### src/rtl/dbus_arbiter_pkg.sv
// Shared constants for the data-bus arbiter: slave address windows,
// slave-select bit positions and master indices.
package dbus_arbiter_pkg;

    // Slave address windows, inclusive base and limit
    localparam logic [31:0] DM_BASE  = 32'h0000_0000;
    localparam logic [31:0] DM_LIMIT = 32'h0000_2FFF;
    localparam logic [31:0] T0_BASE  = 32'h0000_7F00;
    localparam logic [31:0] T0_LIMIT = 32'h0000_7F0B;
    localparam logic [31:0] T1_BASE  = 32'h0000_7F10;
    localparam logic [31:0] T1_LIMIT = 32'h0000_7F1B;
    localparam logic [31:0] IG_BASE  = 32'h0000_7F20;
    localparam logic [31:0] IG_LIMIT = 32'h0000_7F23;

    // Word index (addr[3:2]) of the read-only timer register at offset 0x8;
    // both timer bases are 16-byte aligned, so this holds for either timer
    localparam logic [1:0] TIMER_RO_WORD = 2'b10;

    // Bit positions inside the one-hot slave select
    localparam int SEL_DM = 0;
    localparam int SEL_T0 = 1;
    localparam int SEL_T1 = 2;
    localparam int SEL_IG = 3;

    // Master indices into the request/grant/response vectors
    localparam int MST_CPU = 0;
    localparam int MST_DMA = 1;

    // True when addr lies in the inclusive window [base, limit]
    function automatic logic in_range(input logic [31:0] addr,
                                      input logic [31:0] base,
                                      input logic [31:0] limit);
        return (addr >= base) && (addr <= limit);
    endfunction

endpackage

### src/rtl/dbus_arbiter_decode.sv
// Address decoder and access-legality checker for the granted request.
// Illegal accesses produce an all-zero select so nothing reaches a slave.
module dbus_decode
    import dbus_arbiter_pkg::*;
(
    input  logic [31:0] addr,
    input  logic [3:0]  byteen,
    input  logic        we,
    output logic [3:0]  sel,
    output logic        illegal
);

    logic [3:0] hit;
    logic       is_timer;
    logic       misaligned;
    logic       timer_partial;
    logic       timer_ro_write;

    // Decode the address window, then flag any rule the access breaks
    always_comb begin
        hit            = '0;
        hit[SEL_DM]    = in_range(addr, DM_BASE, DM_LIMIT);
        hit[SEL_T0]    = in_range(addr, T0_BASE, T0_LIMIT);
        hit[SEL_T1]    = in_range(addr, T1_BASE, T1_LIMIT);
        hit[SEL_IG]    = in_range(addr, IG_BASE, IG_LIMIT);

        is_timer       = hit[SEL_T0] | hit[SEL_T1];
        misaligned     = (byteen == 4'hF) && (addr[1:0] != 2'b00);
        timer_partial  = is_timer && (byteen != 4'hF);
        timer_ro_write = we && is_timer && (addr[3:2] == TIMER_RO_WORD);

        illegal        = (hit == 4'b0000) | misaligned | timer_partial | timer_ro_write;
        sel            = illegal ? 4'b0000 : hit;
    end

endmodule

### src/rtl/dbus_arbiter.sv
// Two-master data-bus arbiter (CPU M-stage and DMA) in front of the data
// memory, two timers and the interrupt generator. CPU has priority, but a
// starvation counter hands the bus to a waiting DMA after STARVE_MAX
// consecutive CPU grants. One-cycle response pipeline overlaps with the
// next grant, so the bus sustains one transfer per cycle.
module dbus_arbiter
    import dbus_arbiter_pkg::*;
#(
    parameter int STARVE_MAX = 4
) (
    input  logic        clk,
    input  logic        reset,
    input  logic [1:0]  m_req,
    input  logic [1:0]  m_we,
    input  logic [63:0] m_addr,
    input  logic [63:0] m_wdata,
    input  logic [7:0]  m_byteen,
    output logic [1:0]  m_gnt,
    output logic [1:0]  m_rvalid,
    output logic [31:0] m_rdata,
    output logic [1:0]  m_err,
    output logic [3:0]  ds_sel,
    output logic [31:0] ds_addr,
    output logic [31:0] ds_wdata,
    output logic [3:0]  ds_byteen,
    input  logic [31:0] dm_rdata,
    input  logic [31:0] t0_rdata,
    input  logic [31:0] t1_rdata,
    input  logic [31:0] ig_rdata
);

    localparam int CNT_W = (STARVE_MAX < 1) ? 1 : $clog2(STARVE_MAX + 1);
    localparam logic [CNT_W-1:0] STARVE_LIMIT = CNT_W'(STARVE_MAX);

    logic [CNT_W-1:0] starve_q, starve_d;
    logic             rsp_valid_q, rsp_valid_d;
    logic             rsp_owner_q, rsp_owner_d;
    logic [3:0]       rsp_sel_q, rsp_sel_d;
    logic             rsp_err_q, rsp_err_d;
    logic             rsp_we_q, rsp_we_d;

    logic [1:0]  gnt;
    logic        any_gnt;
    logic [31:0] g_addr;
    logic [31:0] g_wdata;
    logic [3:0]  g_byteen;
    logic        g_we;
    logic [3:0]  dec_sel;
    logic        dec_illegal;

    // Pick the winning master: DMA only when CPU is idle or DMA has starved
    always_comb begin
        gnt = 2'b00;
        if (!reset) begin
            if (m_req[MST_DMA] && (!m_req[MST_CPU] || (starve_q == STARVE_LIMIT))) begin
                gnt[MST_DMA] = 1'b1;
            end else if (m_req[MST_CPU]) begin
                gnt[MST_CPU] = 1'b1;
            end
        end
        any_gnt = |gnt;
        m_gnt   = gnt;
    end

    // Route the granted master's request fields onto the shared bus
    always_comb begin
        if (gnt[MST_DMA]) begin
            g_addr   = m_addr[63:32];
            g_wdata  = m_wdata[63:32];
            g_byteen = m_byteen[7:4];
            g_we     = m_we[MST_DMA];
        end else begin
            g_addr   = m_addr[31:0];
            g_wdata  = m_wdata[31:0];
            g_byteen = m_byteen[3:0];
            g_we     = m_we[MST_CPU];
        end
    end

    dbus_decode u_decode (
        .addr    (g_addr),
        .byteen  (g_byteen),
        .we      (g_we),
        .sel     (dec_sel),
        .illegal (dec_illegal)
    );

    // Drive the slave side; select and byte enables only for legal grants
    always_comb begin
        ds_addr   = g_addr;
        ds_wdata  = g_wdata;
        ds_sel    = any_gnt ? dec_sel : 4'b0000;
        ds_byteen = (any_gnt && g_we && !dec_illegal) ? g_byteen : 4'b0000;
    end

    // Count CPU wins while DMA waits; clear once DMA is served or stops asking
    always_comb begin
        starve_d = starve_q;
        if (gnt[MST_DMA] || !m_req[MST_DMA]) begin
            starve_d = '0;
        end else if (gnt[MST_CPU] && (starve_q != STARVE_LIMIT)) begin
            starve_d = starve_q + CNT_W'(1);
        end
    end

    // Capture what the response cycle needs; the write flag lets writes ack with zero data
    always_comb begin
        rsp_valid_d = any_gnt;
        rsp_owner_d = gnt[MST_DMA];
        rsp_sel_d   = ds_sel;
        rsp_err_d   = any_gnt & dec_illegal;
        rsp_we_d    = any_gnt & g_we;
    end

    // State registers; reset also drops any response still in flight
    always_ff @(posedge clk) begin
        if (reset) begin
            starve_q    <= '0;
            rsp_valid_q <= 1'b0;
            rsp_owner_q <= 1'b0;
            rsp_sel_q   <= 4'b0000;
            rsp_err_q   <= 1'b0;
            rsp_we_q    <= 1'b0;
        end else begin
            starve_q    <= starve_d;
            rsp_valid_q <= rsp_valid_d;
            rsp_owner_q <= rsp_owner_d;
            rsp_sel_q   <= rsp_sel_d;
            rsp_err_q   <= rsp_err_d;
            rsp_we_q    <= rsp_we_d;
        end
    end

    // Return the response to its owner; data only for successful reads
    always_comb begin
        m_rvalid = 2'b00;
        m_err    = 2'b00;
        m_rdata  = 32'h0;
        if (rsp_valid_q) begin
            m_rvalid[rsp_owner_q] = 1'b1;
            m_err[rsp_owner_q]    = rsp_err_q;
            if (!rsp_err_q && !rsp_we_q) begin
                m_rdata = ({32{rsp_sel_q[SEL_DM]}} & dm_rdata) |
                          ({32{rsp_sel_q[SEL_T0]}} & t0_rdata) |
                          ({32{rsp_sel_q[SEL_T1]}} & t1_rdata) |
                          ({32{rsp_sel_q[SEL_IG]}} & ig_rdata);
            end
        end
    end

endmodule

### config.mk
export PLATFORM = sky130hd
export DESIGN_NAME = dbus_arbiter
export DESIGN_NICKNAME = d
export VERILOG_FILES = /design/src/rtl/dbus_arbiter_pkg.sv /design/src/rtl/dbus_arbiter_decode.sv /design/src/rtl/dbus_arbiter.sv
export SDC_FILE = /design/constraint.sdc
export NUM_CORES = 1
export LEC_CHECK = 0
export ABC_AREA = 1
export BUFFER_PORTS_ARGS = -buffer_cell sky130_fd_sc_hd__buf_2
export CORE_AREA = 3 3 149 151
export CTS_CLUSTER_SIZE = 40
export DETAILED_ROUTE_END_ITERATION = 8
export DIE_AREA = 0 0 152 154
export SLEW_MARGIN = 20
export SYNTH_ARGS = -nofsm -noshare
export SYNTH_HDL_FRONTEND = slang
export SYNTH_HIERARCHICAL = 1
export SYNTH_SLANG_ARGS = --single-unit
### constraint.sdc
create_clock -name clk -period 3.5 [get_ports clk]
set_input_delay 0.525 -clock clk [delete_from_list [all_inputs] [get_ports clk]]
set_output_delay 0.525 -clock clk [all_outputs]
set_load 0.01 [all_outputs]
# Word-level counts from Yosys, hierarchy flattened
# Index checks and enable logic that the tools add are counted.
[word_totals]
word_cells = 78
out_inout_bits = 110
ff_bits = 11
inputBits = 270
[classes]
order_cmp = 10
n_mux = 17
reduce_logical = 25
n_eq_ne = 5
n_addsub = 1
bitwise = 14
[ops]
columns = ["operator", "n"]
rows = [
  ["AND 32 bit", 4],
  ["2-to-1 mux 32 bit", 4],
  [">= comparator 32 x 15 -> 1 bit (second input constant)", 3],
  ["<= comparator 32 x 15 -> 1 bit (second input constant)", 3],
  ["bitwise OR 32 bit", 3],
  [">= comparator 32 x 1 -> 1 bit (second input constant)", 1],
  ["<= comparator 32 x 14 -> 1 bit (second input constant)", 1],
  ["2-to-1 mux 4 bit", 4],
  ["logical AND 1 bit", 14],
  ["2-to-1 mux 2 bit", 3],
  ["logical NOT 1 bit", 5],
  ["2-to-1 mux 1 bit", 5],
  ["equality test 4 bit (second input constant)", 1],
  ["logical NOT 4 bit", 1],
  ["inequality test 4 bit (second input constant)", 1],
  ["bitwise OR 1 bit", 4],
  ["OR reduction 2 bit", 2],
  ["adder 3 x 1 -> 3 bit (second input constant)", 1],
  ["equality test 3 bit (second input constant)", 1],
  ["inequality test 3 bit (second input constant)", 1],
  ["AND 1 bit", 2],
  ["AND 2 bit", 1],
  ["equality test 2 bit (second input constant)", 1],
  ["logical OR 1 bit", 2],
  ["4 further kinds", 4],
]

# Depth between registers and ports, before layout
[logic_depth]
ltp_word = 15
ltp_mapped = 22
mapped_depth_nobuf = 20

# Modules after synthesis
# Netlist, hierarchy kept.
[by_module_without_submodules]
columns = ["module", "cells_per_inst", "seq_area_each_um2", "area_per_inst_um2", "n_inst"]
rows = [
  ["dbus_arbiter", 466, 220.2, 2228.4, 1],
  ["dbus_decode", 96, 0.0, 422.9, 1],
]

# Least setup slack after synthesis
# Ideal clock, no wire load.
[synth_timing]
path_kind = "register -> output"
startpoint = "register starve_q[0]"
endpoint = "output port ds_byteen[0]"
path_slack_ns = 0.652
n_path_buf = 2
t_required_ns = 2.975
arrival_ns = 2.323
stages_incl_launch_ff = 22
cell_sequence = "dfxtp_1 inv_1 ha_1 nand2_2 nand2_2 nand2_2 inv_2 buf_6 buf_6 nand2_1 nand2_1 nor2_2 nand2_2 nor2_4 nand2_2 nor2_2 nor2_1 nand2_2 nand3_2 inv_1 nand4_2 nor2_1"
[synth_via]
elab_chain_cells = 15
word_cells_on_any_way = 39
[synth_rtl]
columns = ["item", "line", "text"]
rows = [
  ["from (decl)", "dbus_arbiter.sv:35", "logic [CNT_W-1:0] starve_q, starve_d;"],
  ["from (signal assigned)", "dbus_arbiter.sv:125", "starve_q <= starve_d;"],
  ["equality test 3 bit (*)", "dbus_arbiter.sv:55", "if (m_req[MST_DMA] && (!m_req[MST_CPU] || (starve_q == STARVE_LIMIT))) begin"],
  ["logical OR 1 bit (*)", "dbus_arbiter.sv:55", ""],
  ["logical AND 1 bit (*)", "dbus_arbiter.sv:55", ""],
  ["2-to-1 mux 1 bit (*)", "dbus_arbiter.sv:55", ""],
  ["2-to-1 mux 2 bit (*)", "dbus_arbiter.sv:54", "if (!reset) begin"],
  ["2-to-1 mux 32 bit (*)", "dbus_arbiter.sv:67", "if (gnt[MST_DMA]) begin"],
  ["named net ds_addr[28]", "dbus_arbiter.sv:23", "output logic [31:0] ds_addr,"],
  [">= comparator 32 x 1 -> 1 bit (tied with other cells)", "dbus_arbiter_pkg.sv:33", "return (addr >= base) && (addr <= limit);"],
  ["logical AND 1 bit", "dbus_arbiter_pkg.sv:33", ""],
  ["logical NOT 4 bit / bitwise OR 1 bit (equally long branches)", "dbus_arbiter_decode.sv:32, dbus_arbiter_decode.sv:27", ""],
  ["bitwise OR 1 bit (tied with other cells)", "dbus_arbiter_decode.sv:32", "illegal = (hit == 4'b0000) | misaligned | timer_partial | timer_ro_write;"],
  ["bitwise OR 1 bit / logical AND 1 bit (equally long branches)", "dbus_arbiter_decode.sv:32, dbus_arbiter_decode.sv:30", ""],
  ["bitwise OR 1 bit (*)", "dbus_arbiter_decode.sv:32", ""],
  ["named net dec_illegal", "dbus_arbiter.sv:49", "logic dec_illegal;"],
  ["logical NOT 1 bit (*)", "dbus_arbiter.sv:93", "ds_byteen = (any_gnt && g_we && !dec_illegal) ? g_byteen : 4'b0000;"],
  ["logical AND 1 bit (*)", "dbus_arbiter.sv:93", ""],
  ["2-to-1 mux 4 bit (*)", "dbus_arbiter.sv:93", ""],
  ["to (decl)", "dbus_arbiter.sv:25", "output logic [3:0] ds_byteen,"],
]
# Mark *: on every way through the listed nets, which the timed path passes. The rest lies on a longest branch.

# Worst setup path after layout
[layout_timing]
startpoint = "register starve_q[1]"
endpoint = "output port ds_byteen[0]"
[layout_via]
elab_chain_cells = 15
word_cells_on_any_way = 39
[layout_rtl]
columns = ["item", "line"]
rows = [
  ["equality test 3 bit (*)", "dbus_arbiter.sv:55"],
  ["logical OR 1 bit (*)", "dbus_arbiter.sv:55"],
  ["logical AND 1 bit (*)", "dbus_arbiter.sv:55"],
  ["2-to-1 mux 1 bit (*)", "dbus_arbiter.sv:55"],
  ["2-to-1 mux 2 bit (*)", "dbus_arbiter.sv:54"],
  ["2-to-1 mux 32 bit", "dbus_arbiter.sv:67"],
  [">= comparator 32 x 1 -> 1 bit (tied with other cells)", "dbus_arbiter_pkg.sv:33"],
  ["logical AND 1 bit", "dbus_arbiter_pkg.sv:33"],
  ["logical NOT 4 bit / bitwise OR 1 bit (equally long branches)", "dbus_arbiter_decode.sv:32, dbus_arbiter_decode.sv:27"],
  ["bitwise OR 1 bit (tied with other cells)", "dbus_arbiter_decode.sv:32"],
  ["bitwise OR 1 bit / logical AND 1 bit (equally long branches)", "dbus_arbiter_decode.sv:32, dbus_arbiter_decode.sv:30"],
  ["bitwise OR 1 bit (*)", "dbus_arbiter_decode.sv:32"],
  ["named net dec_illegal", "dbus_arbiter.sv:49"],
  ["logical NOT 1 bit (*)", "dbus_arbiter.sv:93"],
  ["logical AND 1 bit (*)", "dbus_arbiter.sv:93"],
  ["2-to-1 mux 4 bit (*)", "dbus_arbiter.sv:93"],
]
# Marks and branches as above.

==> impl_metrics.yaml <==
status:
  outcome: "finished, final reports clean"
floorplan:
  coreArea_um2: 21000
  die_h_um: 154
  rows: 53
  die_area_um2: 23400
  die_x_um: 152
  io_pins: 380
  initial_core_util_pct: 12.7
worst_setup_path:
  cp_max_fo: 6
  cp-start-kind: "register"
  r2r_cells: 22
  reg2reg_slack_ps: 890
  rr_startpoint: "starve_q[1]"
  r2r_end: "rsp_err_q"
  worstSetupPathType: "register to primary output"
  end_kind: "primary output"
  cp.required_ps: 2970
  critPathArrivalTime_ps: 2820
place:
  gp_congestion: 0.934
  place_area_um2: 4830
  place_ws_ps: 229
  port_buffers: 379
  hpwl_mm: 14.1
min_path:
  hold_end: "starve_q[0]"
  whs_path_depth: 1
  worstHoldStart: "starve_q[0]"
  worstHoldPathType: "register to register"
detailed_routing:
  wl_mm: 18.0
  firstDrtPassIters: 5
  drc: 0
  drt-initial-drc-count: 257
  wl_per_cell_um: 14.7
  antenna_left: 0
  vias: 5009
  routed_via_density: 4.09
grt:
  grtUsageTotal_pct: 12.6
  grt_pass1_vias: 4578
  grt_pass1_wl_mm: 23.9
  grt_start_max_net_pins: 45
  gr-total-overflow: 0
  antenna_found_initial: 2
layout:
  design_area_um2: 5360
  final_layout_size_suffix_gt1_share_pct: 50.1
  final_util_pct: 25.6
  nNetsFinal: 1220
  area_growth_pct: 102
synthesis:
  synth_edf_count: 0
  synth_top_area_share_pct: 50.0
  synth.cell_area_um2: 2650
  seq_area_frac_synth_pct: 8.31
  syn_avg_cell_area_um2: 4.72
  syn_nets: 834
  yosys.area.top_type: "nand2_1"
  synth_ff_type: "dfxtp_1"
  ys_types: 26
  synth_cells: 562
  async_flop_share_pct: 0
  ys_seq_elements: 11
  synth.most_common_cell: "nand2_1"
  ys_top_cells_by_area: "nand2_1 50%, a41oi_1 11%, dfxtp_1 8.3%, nor2_1 6.9%, inv_1 5.4%"
  synth_common_cells: "353 x nand2_1, 49 x nor2_1, 38 x inv_1, 32 x a41oi_1, 12 x clkbuf_1"
  yosys_warnings: 6
clocking:
  cts_buffers: 3
  clk-insertion-delay-late_ps: 240
  cts.path.max_buffers: 2
  clock_sinks: 11
  htree_levels: 1
  clkTransAtPathRegs_ps: 40
  cts_tree: "done"
  cts-root-buf: "clkbuf_16"
sta:
  slew_headroom_pct: 46.2
  timing.final.crit_share_pct: 95.5
  skew_ps: 1.47
  setup_viol: 0
  maxSlewViolCount: 0
  tightest_slew_ps: 806
  setup_ws_ps: 159
  fmax_mhz: 299
  hold_viol_final: 0
  finalCriticalPeriod_ps: 3340
pwr:
  p_leak_nw: 2.97
  total_power_uw: 801
  vdd_ir_drop_max_mv: 0.107
  power.density_nw_per_um2: 149
run:
  maxCapViolCount: 0
-- how the worst max path moves through the flow --
| stage | start | to | slack [ps] |
|---|---|---|---|
| after floorplan | starve_q[0] | ds_byteen[0] | 650 |
| after global placement | m_req[1] | ds_byteen[0] | 270 |
| after detailed placement | m_req[1] | ds_byteen[0] | 230 |
| after CTS | starve_q[0] | ds_byteen[0] | 0.6 |
| after global routing | starve_q[0] | ds_byteen[0] | -40 |
| final | starve_q[1] | ds_byteen[0] | 160 |
-- worst max-delay path, stage by stage, from the launching register on --
cell       delay [ps]
dfxtp_2           320
inv_2              60
ha_4              130
nand2_4            50
nand2_4           100
nand2_8           100
buf_12            160
clkbuf_16         160
nand2_4            80
nand2_4            50
nor2_4            100
nand2_2            70
nor2_4            200
nand3_2           120
nor2_4            140
nor2_2             60
nand2_2            70
nand3_4            90
inv_4             100
nand4_4           130
nor2_4            160
buf_6             110
-- power breakdown --
group	leakage, nW	internal, mW	total (mW)	switching (mW)
logic	2.83	0.220	0.458	0.238
clock network	0.0409	0.152	0.212	0.0607
registers	0.0908	0.129	0.131	0.00151
-- repair_timing --
| action | 4_1_cts | 5_1_grt |
|---|---|---|
| hold buffers | 0 | 0 |
| endpoints found under the hold margin | 0 | 0 |
| resized for setup | 1 | 61 |
| pin swaps | 0 | 27 |
| gates cloned | 0 | 7 |
| setup endpoints to repair | 1 | 8 |
| setup buffers | 0 | 11 |
-- kinds of logic (layout without fill, tap and decap cells) --
logic type      count (synthesis)  after routing  synth area share (%)
xor+xnor                        1              1                 0.330
other cells                     0              2                     0
fa+ha+maj                       2              2                 0.944
simple gates                  432            432                  64.5
compound gates                 42             42                  12.6
buf+inv                        74            459                  13.3
flops                          11             11                  8.31
-- layout make-up --
| type | instances | area (um2) |
|---|---|---|
| inverters | 44 | 175 |
| well taps | 275 | 344 |
| multi-input cells | 477 | 2270 |
| flip-flops and latches | 11 | 223 |
| repair buffers | 411 | 2260 |
| clock buffers | 3 | 75.1 |
| clock inverters | 1 | 5.00 |
| fillers | 2367 | 15600 |
| diodes | 2 | 5.00 |
-- layer usage --
metal | share of wire [%] | up-vias | global-route usage (%)
met1 | 36 | 2167 | 13.2
met4 | 2.7 | 0 | 4.20
met2 | 52 | 300 | 24.0
met5 | 0 | - | 0
li1 | - | 2518 | -
met3 | 8.6 | 24 | 3.66
-- registers in the layout, indices dropped and copies added, names as in the netlist --
name         count
rsp_sel_q        4
starve_q         3
rsp_err_q        1
rsp_owner_q      1
rsp_valid_q      1
rsp_we_q         1
-- layout by cell type (no fill, tap or decap), types with 5 or more instances in the layout --
cell,synthesis,final
nand3_1,9,8
buf_2,9,377
nor2_2,6,12
inv_1,38,35
nor2_4,3,9
clkbuf_16,0,7
nand2_4,0,8
o21ai_0,6,5
buf_4,1,23
nand2_1,353,337
nand2_2,8,15
dfxtp_1,11,9
a41oi_1,32,32
inv_2,5,6
nor2_1,49,37
-- metrics by stage --
stage | TNS (ps) | cells | hold slack [ps]
detailed placement | 0 | 1200 | 448
finish | 0 | 1224 | 426
global placement | 0 | 1200 | 434
CTS | 0 | 1204 | 457
floorplan | 0 | 562 | 417
global route | -118 | 1224 | 437
Power figures use the tool's default switching activity.
